[config.mk]
export PLATFORM = sky130hd
export DESIGN_NAME = cache_access_controller
export DESIGN_NICKNAME = d
export VERILOG_FILES = /design/src/rtl/cache_ctrl_pkg.sv /design/src/rtl/cache_line_store.sv /design/src/rtl/cache_access_controller.sv
export SDC_FILE = /design/constraint.sdc
export NUM_CORES = 2
export LEC_CHECK = 0
export CAP_MARGIN = 20
export CORE_UTILIZATION = 50
export DETAILED_ROUTE_END_ITERATION = 16
export PLACE_DENSITY = 0.79
export SLEW_MARGIN = 10
export SYNTH_ARGS = -nofsm -noshare
export SYNTH_HDL_FRONTEND = slang
export SYNTH_SLANG_ARGS = --single-unit
[constraint.sdc]
create_clock -name clk -period 18.66 [get_ports clk]
set_input_delay 3.732 -clock clk [delete_from_list [all_inputs] [get_ports clk]]
set_output_delay 3.732 -clock clk [all_outputs]
set_load 0.01 [all_outputs]
[src/rtl/cache_ctrl_pkg.sv]
// Shared geometry, state encoding and address helpers for the direct-mapped
// write-back cache controller.
package cache_ctrl_pkg;

  localparam int ADDR_WIDTH   = 16;
  localparam int BLOCK_SIZE   = 16;
  localparam int CACHE_LINES  = 16;
  localparam int OFFSET_WIDTH = $clog2(BLOCK_SIZE);
  localparam int INDEX_WIDTH  = $clog2(CACHE_LINES);
  localparam int TAG_WIDTH    = ADDR_WIDTH - OFFSET_WIDTH - INDEX_WIDTH;
  localparam int LINE_BITS    = BLOCK_SIZE * 8;

  typedef logic [ADDR_WIDTH-1:0]  addr_t;
  typedef logic [INDEX_WIDTH-1:0] index_t;
  typedef logic [TAG_WIDTH-1:0]   tag_t;
  typedef logic [LINE_BITS-1:0]   line_t;

  typedef enum logic [2:0] {
    S_IDLE,
    S_LOOKUP,
    S_WB_REQ,
    S_RF_REQ,
    S_RF_WAIT,
    S_RESP
  } state_e;

  function automatic index_t addr_index(input addr_t addr);
    return addr[OFFSET_WIDTH +: INDEX_WIDTH];
  endfunction

  function automatic tag_t addr_tag(input addr_t addr);
    return addr[ADDR_WIDTH-1 -: TAG_WIDTH];
  endfunction

  function automatic addr_t block_addr(input tag_t tag, input index_t index);
    return {tag, index, {OFFSET_WIDTH{1'b0}}};
  endfunction

endpackage

[src/rtl/cache_line_store.sv]
// Per-line tag/valid/dirty/data storage with a combinational read port and a
// single write port; only valid and dirty are cleared by reset.
module cache_line_store
  import cache_ctrl_pkg::*;
(
  input  logic   clk,
  input  logic   reset_n,
  input  index_t rd_index,
  output logic   rd_valid,
  output logic   rd_dirty,
  output tag_t   rd_tag,
  output line_t  rd_data,
  input  index_t wr_index,
  input  logic   wr_valid_en,
  input  logic   wr_dirty_en,
  input  logic   wr_tag_en,
  input  logic   wr_data_en,
  input  logic   wr_valid,
  input  logic   wr_dirty,
  input  tag_t   wr_tag,
  input  line_t  wr_data
);

  logic [CACHE_LINES-1:0] valid_q, valid_d;
  logic [CACHE_LINES-1:0] dirty_q, dirty_d;
  tag_t                   tag_q  [CACHE_LINES];
  line_t                  data_q [CACHE_LINES];

  always_comb begin
    valid_d = valid_q;
    dirty_d = dirty_q;
    if (wr_valid_en) valid_d[wr_index] = wr_valid;
    if (wr_dirty_en) dirty_d[wr_index] = wr_dirty;
  end

  always_ff @(posedge clk or negedge reset_n) begin
    if (!reset_n) begin
      valid_q <= '0;
      dirty_q <= '0;
    end else begin
      valid_q <= valid_d;
      dirty_q <= dirty_d;
    end
  end

  // Tag and data arrays are plain storage; their contents are only trusted
  // once the matching valid bit is set.
  always_ff @(posedge clk) begin
    if (wr_tag_en)  tag_q[wr_index]  <= wr_tag;
    if (wr_data_en) data_q[wr_index] <= wr_data;
  end

  assign rd_valid = valid_q[rd_index];
  assign rd_dirty = dirty_q[rd_index];
  assign rd_tag   = tag_q[rd_index];
  assign rd_data  = data_q[rd_index];

endmodule

[src/rtl/cache_access_controller.sv]
// Request sequencer for the direct-mapped write-back cache: lookup, victim
// writeback, refill, response and access statistics.
module cache_access_controller
  import cache_ctrl_pkg::*;
(
  input  logic                  clk,
  input  logic                  reset_n,
  input  logic                  cpu_req_valid,
  output logic                  cpu_req_ready,
  input  logic                  cpu_req_write,
  input  logic [ADDR_WIDTH-1:0] cpu_req_addr,
  input  logic [LINE_BITS-1:0]  cpu_req_wdata,
  output logic                  cpu_resp_valid,
  output logic                  cpu_resp_hit,
  output logic [LINE_BITS-1:0]  cpu_resp_rdata,
  output logic                  mem_req_valid,
  input  logic                  mem_req_ready,
  output logic                  mem_req_write,
  output logic [ADDR_WIDTH-1:0] mem_req_addr,
  output logic [LINE_BITS-1:0]  mem_req_wdata,
  input  logic                  mem_resp_valid,
  input  logic [LINE_BITS-1:0]  mem_resp_rdata,
  output logic [31:0]           stat_requests,
  output logic [31:0]           stat_hits,
  output logic [31:0]           stat_misses,
  output logic [31:0]           stat_writebacks
);

  state_e      state_q, state_d;
  addr_t       req_addr_q, req_addr_d;
  logic        req_write_q, req_write_d;
  line_t       req_wdata_q, req_wdata_d;
  logic        resp_valid_q, resp_valid_d;
  logic        resp_hit_q, resp_hit_d;
  line_t       resp_rdata_q, resp_rdata_d;
  logic        mreq_valid_q, mreq_valid_d;
  logic        mreq_write_q, mreq_write_d;
  addr_t       mreq_addr_q, mreq_addr_d;
  line_t       mreq_wdata_q, mreq_wdata_d;
  logic [31:0] st_req_q, st_req_d;
  logic [31:0] st_hit_q, st_hit_d;
  logic [31:0] st_miss_q, st_miss_d;
  logic [31:0] st_wb_q, st_wb_d;

  logic   rd_valid, rd_dirty;
  tag_t   rd_tag;
  line_t  rd_data;
  logic   wr_valid_en, wr_dirty_en, wr_tag_en, wr_data_en;
  logic   wr_valid, wr_dirty;
  line_t  wr_data;
  index_t req_index;
  tag_t   req_tag;
  logic   lookup_hit;
  line_t  fill_data;

  assign req_index  = addr_index(req_addr_q);
  assign req_tag    = addr_tag(req_addr_q);
  assign lookup_hit = rd_valid && (rd_tag == req_tag);
  assign fill_data  = req_write_q ? req_wdata_q : mem_resp_rdata;

  cache_line_store u_store (
    .clk         (clk),
    .reset_n     (reset_n),
    .rd_index    (req_index),
    .rd_valid    (rd_valid),
    .rd_dirty    (rd_dirty),
    .rd_tag      (rd_tag),
    .rd_data     (rd_data),
    .wr_index    (req_index),
    .wr_valid_en (wr_valid_en),
    .wr_dirty_en (wr_dirty_en),
    .wr_tag_en   (wr_tag_en),
    .wr_data_en  (wr_data_en),
    .wr_valid    (wr_valid),
    .wr_dirty    (wr_dirty),
    .wr_tag      (req_tag),
    .wr_data     (wr_data)
  );

  always_comb begin
    state_d      = state_q;
    req_addr_d   = req_addr_q;
    req_write_d  = req_write_q;
    req_wdata_d  = req_wdata_q;
    resp_valid_d = 1'b0;
    resp_hit_d   = resp_hit_q;
    resp_rdata_d = resp_rdata_q;
    mreq_valid_d = mreq_valid_q;
    mreq_write_d = mreq_write_q;
    mreq_addr_d  = mreq_addr_q;
    mreq_wdata_d = mreq_wdata_q;
    st_req_d     = st_req_q;
    st_hit_d     = st_hit_q;
    st_miss_d    = st_miss_q;
    st_wb_d      = st_wb_q;
    wr_valid_en  = 1'b0;
    wr_dirty_en  = 1'b0;
    wr_tag_en    = 1'b0;
    wr_data_en   = 1'b0;
    wr_valid     = 1'b0;
    wr_dirty     = 1'b0;
    wr_data      = req_wdata_q;

    unique case (state_q)
      S_IDLE: begin
        if (cpu_req_valid) begin
          req_addr_d  = cpu_req_addr;
          req_write_d = cpu_req_write;
          req_wdata_d = cpu_req_wdata;
          st_req_d    = st_req_q + 32'd1;
          state_d     = S_LOOKUP;
        end
      end
      S_LOOKUP: begin
        if (lookup_hit) begin
          st_hit_d     = st_hit_q + 32'd1;
          wr_data_en   = req_write_q;
          wr_dirty_en  = req_write_q;
          wr_dirty     = 1'b1;
          resp_rdata_d = req_write_q ? req_wdata_q : rd_data;
          resp_hit_d   = 1'b1;
          resp_valid_d = 1'b1;
          state_d      = S_RESP;
        end else begin
          st_miss_d    = st_miss_q + 32'd1;
          mreq_valid_d = 1'b1;
          // Victim data is captured here so it stays stable under backpressure.
          if (rd_valid && rd_dirty) begin
            mreq_write_d = 1'b1;
            mreq_addr_d  = block_addr(rd_tag, req_index);
            mreq_wdata_d = rd_data;
            state_d      = S_WB_REQ;
          end else begin
            mreq_write_d = 1'b0;
            mreq_addr_d  = block_addr(req_tag, req_index);
            state_d      = S_RF_REQ;
          end
        end
      end
      S_WB_REQ: begin
        if (mem_req_ready) begin
          st_wb_d      = st_wb_q + 32'd1;
          wr_dirty_en  = 1'b1;
          wr_dirty     = 1'b0;
          mreq_write_d = 1'b0;
          mreq_addr_d  = block_addr(req_tag, req_index);
          state_d      = S_RF_REQ;
        end
      end
      S_RF_REQ: begin
        if (mem_req_ready) begin
          mreq_valid_d = 1'b0;
          state_d      = S_RF_WAIT;
        end
      end
      S_RF_WAIT: begin
        if (mem_resp_valid) begin
          wr_valid_en  = 1'b1;
          wr_dirty_en  = 1'b1;
          wr_tag_en    = 1'b1;
          wr_data_en   = 1'b1;
          wr_valid     = 1'b1;
          wr_dirty     = req_write_q;
          wr_data      = fill_data;
          resp_rdata_d = fill_data;
          resp_hit_d   = 1'b0;
          resp_valid_d = 1'b1;
          state_d      = S_RESP;
        end
      end
      S_RESP: begin
        state_d = S_IDLE;
      end
      default: begin
        state_d = S_IDLE;
      end
    endcase
  end

  always_ff @(posedge clk or negedge reset_n) begin
    if (!reset_n) begin
      state_q      <= S_IDLE;
      req_addr_q   <= '0;
      req_write_q  <= 1'b0;
      req_wdata_q  <= '0;
      resp_valid_q <= 1'b0;
      resp_hit_q   <= 1'b0;
      resp_rdata_q <= '0;
      mreq_valid_q <= 1'b0;
      mreq_write_q <= 1'b0;
      mreq_addr_q  <= '0;
      mreq_wdata_q <= '0;
      st_req_q     <= '0;
      st_hit_q     <= '0;
      st_miss_q    <= '0;
      st_wb_q      <= '0;
    end else begin
      state_q      <= state_d;
      req_addr_q   <= req_addr_d;
      req_write_q  <= req_write_d;
      req_wdata_q  <= req_wdata_d;
      resp_valid_q <= resp_valid_d;
      resp_hit_q   <= resp_hit_d;
      resp_rdata_q <= resp_rdata_d;
      mreq_valid_q <= mreq_valid_d;
      mreq_write_q <= mreq_write_d;
      mreq_addr_q  <= mreq_addr_d;
      mreq_wdata_q <= mreq_wdata_d;
      st_req_q     <= st_req_d;
      st_hit_q     <= st_hit_d;
      st_miss_q    <= st_miss_d;
      st_wb_q      <= st_wb_d;
    end
  end

  assign cpu_req_ready   = (state_q == S_IDLE);
  assign cpu_resp_valid  = resp_valid_q;
  assign cpu_resp_hit    = resp_hit_q;
  assign cpu_resp_rdata  = resp_rdata_q;
  assign mem_req_valid   = mreq_valid_q;
  assign mem_req_write   = mreq_write_q;
  assign mem_req_addr    = mreq_addr_q;
  assign mem_req_wdata   = mreq_wdata_q;
  assign stat_requests   = st_req_q;
  assign stat_hits       = st_hit_q;
  assign stat_misses     = st_miss_q;
  assign stat_writebacks = st_wb_q;

endmodule

==> run summary <==
The flow ran to the end, and the final reports show no timing, DRC or antenna violations. The setup violation total in the final timing report is 0. The most frequently used flop master after synthesis is edfxtp_1. The register-to-register setup slack is 11,500 ps.

The maximum buffer depth of the clock tree is 4. The total of max-cap violations came out at 0. The pin slew with the least headroom to its limit is roughly 1100 ps.

The number of antenna violations at the first check in global routing came out at 7. After global routing the overflow that remains totals 0. The signal on the critical path passes through buf_4, mux4_2, mux2i_1, mux2i_1, and4_1, o2111a_4, nand4_1, buf_4, a21oi_4, buf_4, buf_4. The synthesis warning total is 0.

The worst hold path begins at stat_misses[31]$_DFFE_PN0P_. The post-CTS setup buffer count came out at 0. For this run, the register share of the synthesized area comes to 0.729. The xor and xnor fraction of the mapped netlist area came out at 0.0104. The residual antenna-violating net count after detailed routing is 0. Power spread over the standard cell area amounts to about 150 nW/µm².

The H-tree depth is 5. The post-synthesis adder-cell area fraction came out at 0.000457. STA classifies the critical path endpoint as a flip-flop. The die is about 470 µm wide. The clock tree skew after final layout came out at between 60 and 70 ps.

Leaving out fill and tap cells, the most frequent cell in the layout is edfxtp_1. Tracing the worst setup path back leads to its startpoint at req_addr_q[4]$_DFFE_PN0P_. The number of max-slew violations in the final report is 0. The area of the die came out at 221,000 µm².

The main combinational cell family by area after synthesis is multiplexers. The total clock sinks came out at 2,752. After detailed routing, the wire length on met1 is between 100,000 and 150,000 µm. The mux contribution to synthesized area is 0.204. The fraction of layout cells with a size suffix above 1 came out at 0.250.

The slowest stage of the critical path is the dfrtp_4 cell. The synthesized area divided by synthesized cell count is between 20 and 25 µm². The count of cells along the worst register-to-register path came out at 11.

The path class of the tightest hold or removal check is reg2reg. The clock latency on the worst-skew pair is ~950 ps. The routed design could run at a clock period as short as around 7200 ps. VDD sags by at most between 100 and 150 µV. Setup repair after global routing left no endpoint under its margin.

The first global-routing pass estimated between 400,000 and 500,000 µm of wire. The area share of the largest cell type after synthesis came out at 0.597. The synthesized design contains about 2,800 register bits. The summed instance area of the synthesized netlist came out at roughly 110,000 µm². The origin of the critical flop-to-flop path is req_addr_q[4]$_DFFE_PN0P_. Adding up every negative setup slack in the final design gives 0 ps. The fraction of registers with async set or reset after synthesis came out at 0.209. The number of clock buffers added by TritonCTS is between 200 and 300. The detailed-routed wire length on met3 came out at between 20,000 and 25,000 µm. The via count came out at 57,800.

The DRC violation total after the first TritonRoute iteration came out at 6,508. The final layout contains routed wiring with a total length of between 200,000 and 300,000 µm. The cell that appears most often on the critical path is buf_4. The highest metal layer carrying signal wires in the routed design is met5. The detailed-route wire length per cell is 30.2 µm.

After legalization and detailed placement, the total HPWL measured 153,000 µm. The count of flip-flops with a built-in enable after synthesis is around 2,200. The critical path is of the reg2reg type. The biggest area contributor in the post-synthesis netlist is edfxtp_1. The number of global-route vias before repair is approximately 60,000.

The tree is rooted in a clkbuf_16. In the global route stage, overall resource usage came out at 0.253. The area overhead of the layout relative to synthesis came out at 17.6%. The core footprint came out at about 220,000 µm². The number of detailed-routing iterations run before antenna repair is 6. In the layout the commonest cells are 2,176 x edfxtp_1, 674 x mux4_2, 673 x clkdlybuf4s50_1, 571 x dfrtp_1, 365 x mux2_2. The number of instances in the synthesized netlist is between 5,000 and 6,000. The number of nets in the layout came out at 6,488. Derived from the worst setup path, the maximum achievable clock frequency is 140 MHz. The clock-pin slew on the worst setup and hold paths came out at 60 ps. The reported leakage power came out at 44.1 nW. For the worst setup path, the data required time is between 15,000 and 20,000 ps. The die span in y is 470 µm. The count of port buffers added during placement came out at ~670. The sum of met2 wire segment lengths after detailed routing is 140,000 µm.

In this run the tightest slew margin relative to its limit is 0.236. The final hold violation count came out at 0. around 680 I/O pins were placed. The final total power came out at 19.8 mW. The compound-gate portion of the synthesized area is 0.0162.

The ratio of final minimum period to clock period came out at 0.384. The fill cell instance count of the final layout came out at 15,000. The final weighted congestion of routability-driven global placement is between 0.8 and 0.9. The hold path depth is 1.

The number of distinct standard cells referenced by the synthesized netlist is slightly above 60. The average via count per standard cell came out at about 6.2. After detailed routing, the number of remaining DRC violations is 0. After clock tree synthesis, the flow added hold-fix buffers numbering 0. For this configuration, the core starts out at a cell density of 0.503. The maximum fanout count along the critical path came out at 47. In this run the core area contains around 170 standard-cell rows. In the post-synthesis netlist, the biggest area contributors are edfxtp_1 60%, mux4_2 14%, dfrtp_1 13%.

The simple-gate area share of the yosys netlist is 0.0242. Entering global routing, the biggest net connects 130 pins. The post-cts gate resize count came out at 0. The data arrival time of the critical path is roughly 7700 ps. The highest cell delay on the worst timing path came out at 990 ps. STA classifies the critical path startpoint as a flip-flop. The TritonCTS clock tree is built.
## report_power, final
group	total [mW]	internal, mW	switching [mW]
clock	5.61	3.28	2.34
sequential	8.37	7.93	0.445
combinational	5.84	2.56	3.28
## critical path: cells and delay by family, from the launching register on
family | cells | cell delay, ps
buf+inv | 4 | 2480
compound gates | 2 | 1490
mux | 3 | 1190
flops | 1 | 990
simple gates | 2 | 440
## registers in the layout (all words and copies together), names as in the netlist
name and flops:
stat_hits 32, req_wdata_q 128, cpu_resp_valid 1, state_q 3
mem_req_valid 1, u_store.data_q 2048, u_store.valid_q 16, stat_misses 32
mem_req_write 1, mem_req_wdata 128, u_store.dirty_q 16, cpu_resp_hit 1
req_write_q 1, cpu_resp_rdata 128, u_store.tag_q 128, stat_writebacks 32
mem_req_addr 12, stat_requests 32, req_addr_q 12
## Yosys cell counts, drive strengths merged (7+ instances only)
library cell / instances
and4: 15
xnor2: 83
nand4: 54
o21ai: 134
or4: 8
a22oi: 11
xor2: 47
nor4: 8
clkbuf: 176
and3: 25
and2: 14
dfrtp: 576
buf: 140
nor2b: 9
mux2: 491
edfxtp: 2176
nor3: 17
inv: 48
nand3: 45
or2: 18
a41oi: 38
a211oi: 7
nor2: 77
mux2i: 163
a21oi: 64
mux4: 674
nand2: 259
o211ai: 7
## path summary, 6_finish.rpt
check | end
max | u_store.data_q[3][32]$_DFFE_PP_
min | stat_misses[31]$_DFFE_PN0P_
max reg2reg | u_store.data_q[3][32]$_DFFE_PP_
min reg2reg | stat_misses[31]$_DFFE_PN0P_
max in group asynchronous | mem_req_wdata[28]$_DFFE_PN0P_
min in group asynchronous | cpu_resp_rdata[106]$_DFFE_PN0P_
## layer usage
layer	vias to the layer above	global-route usage
li1	23500	-
met1	30700	0.332
met2	3018	0.421
met3	587	0.0441
met4	4	0.0988
met5	-	0
## kinds of logic (layout without fill, tap and decap cells)
family | Yosys count | count (layout)
AOI/OAI and AO/OA | 287 | 287
muxes | 1328 | 1328
xor gates and xnor gates | 130 | 130
other | 1 | 8
and+or+nand+nor | 559 | 559
adders and majority gates | 4 | 4
buffers and inverters | 365 | 1356
DFF | 2752 | 2752
## stage by stage
step | worst slack [ps] | hold WS [ps] | cell area (µm²) | utilization | std cells
after floorplan | 7550 | 434 | 109000 | - | 5429
after global placement | 11000 | 446 | 119000 | 0.549 | 8753
after detailed placement | 11010 | 449 | 120000 | 0.550 | 8759
after CTS | 11380 | 463 | 129000 | 0.592 | 9269
after global routing | 11200 | 474 | 129000 | 0.592 | 9275
final | 11500 | 464 | 129000 | 0.592 | 9278
## area by class of cell
cell class | count | area [µm²] | share of cell area
antenna | 4 | 10.0 | 0.0000778
sequential | 2752 | 79800 | 0.620
tap | 2854 | 3570 | 0.0277
clock inverter | 120 | 1190 | 0.00923
timing repair buffer | 797 | 7850 | 0.0610
clock buffer | 390 | 7930 | 0.0616
inverter | 49 | 184 | 0.00143
multi-input combinational | 2312 | 28200 | 0.219
(Power assumes the default switching activity.)
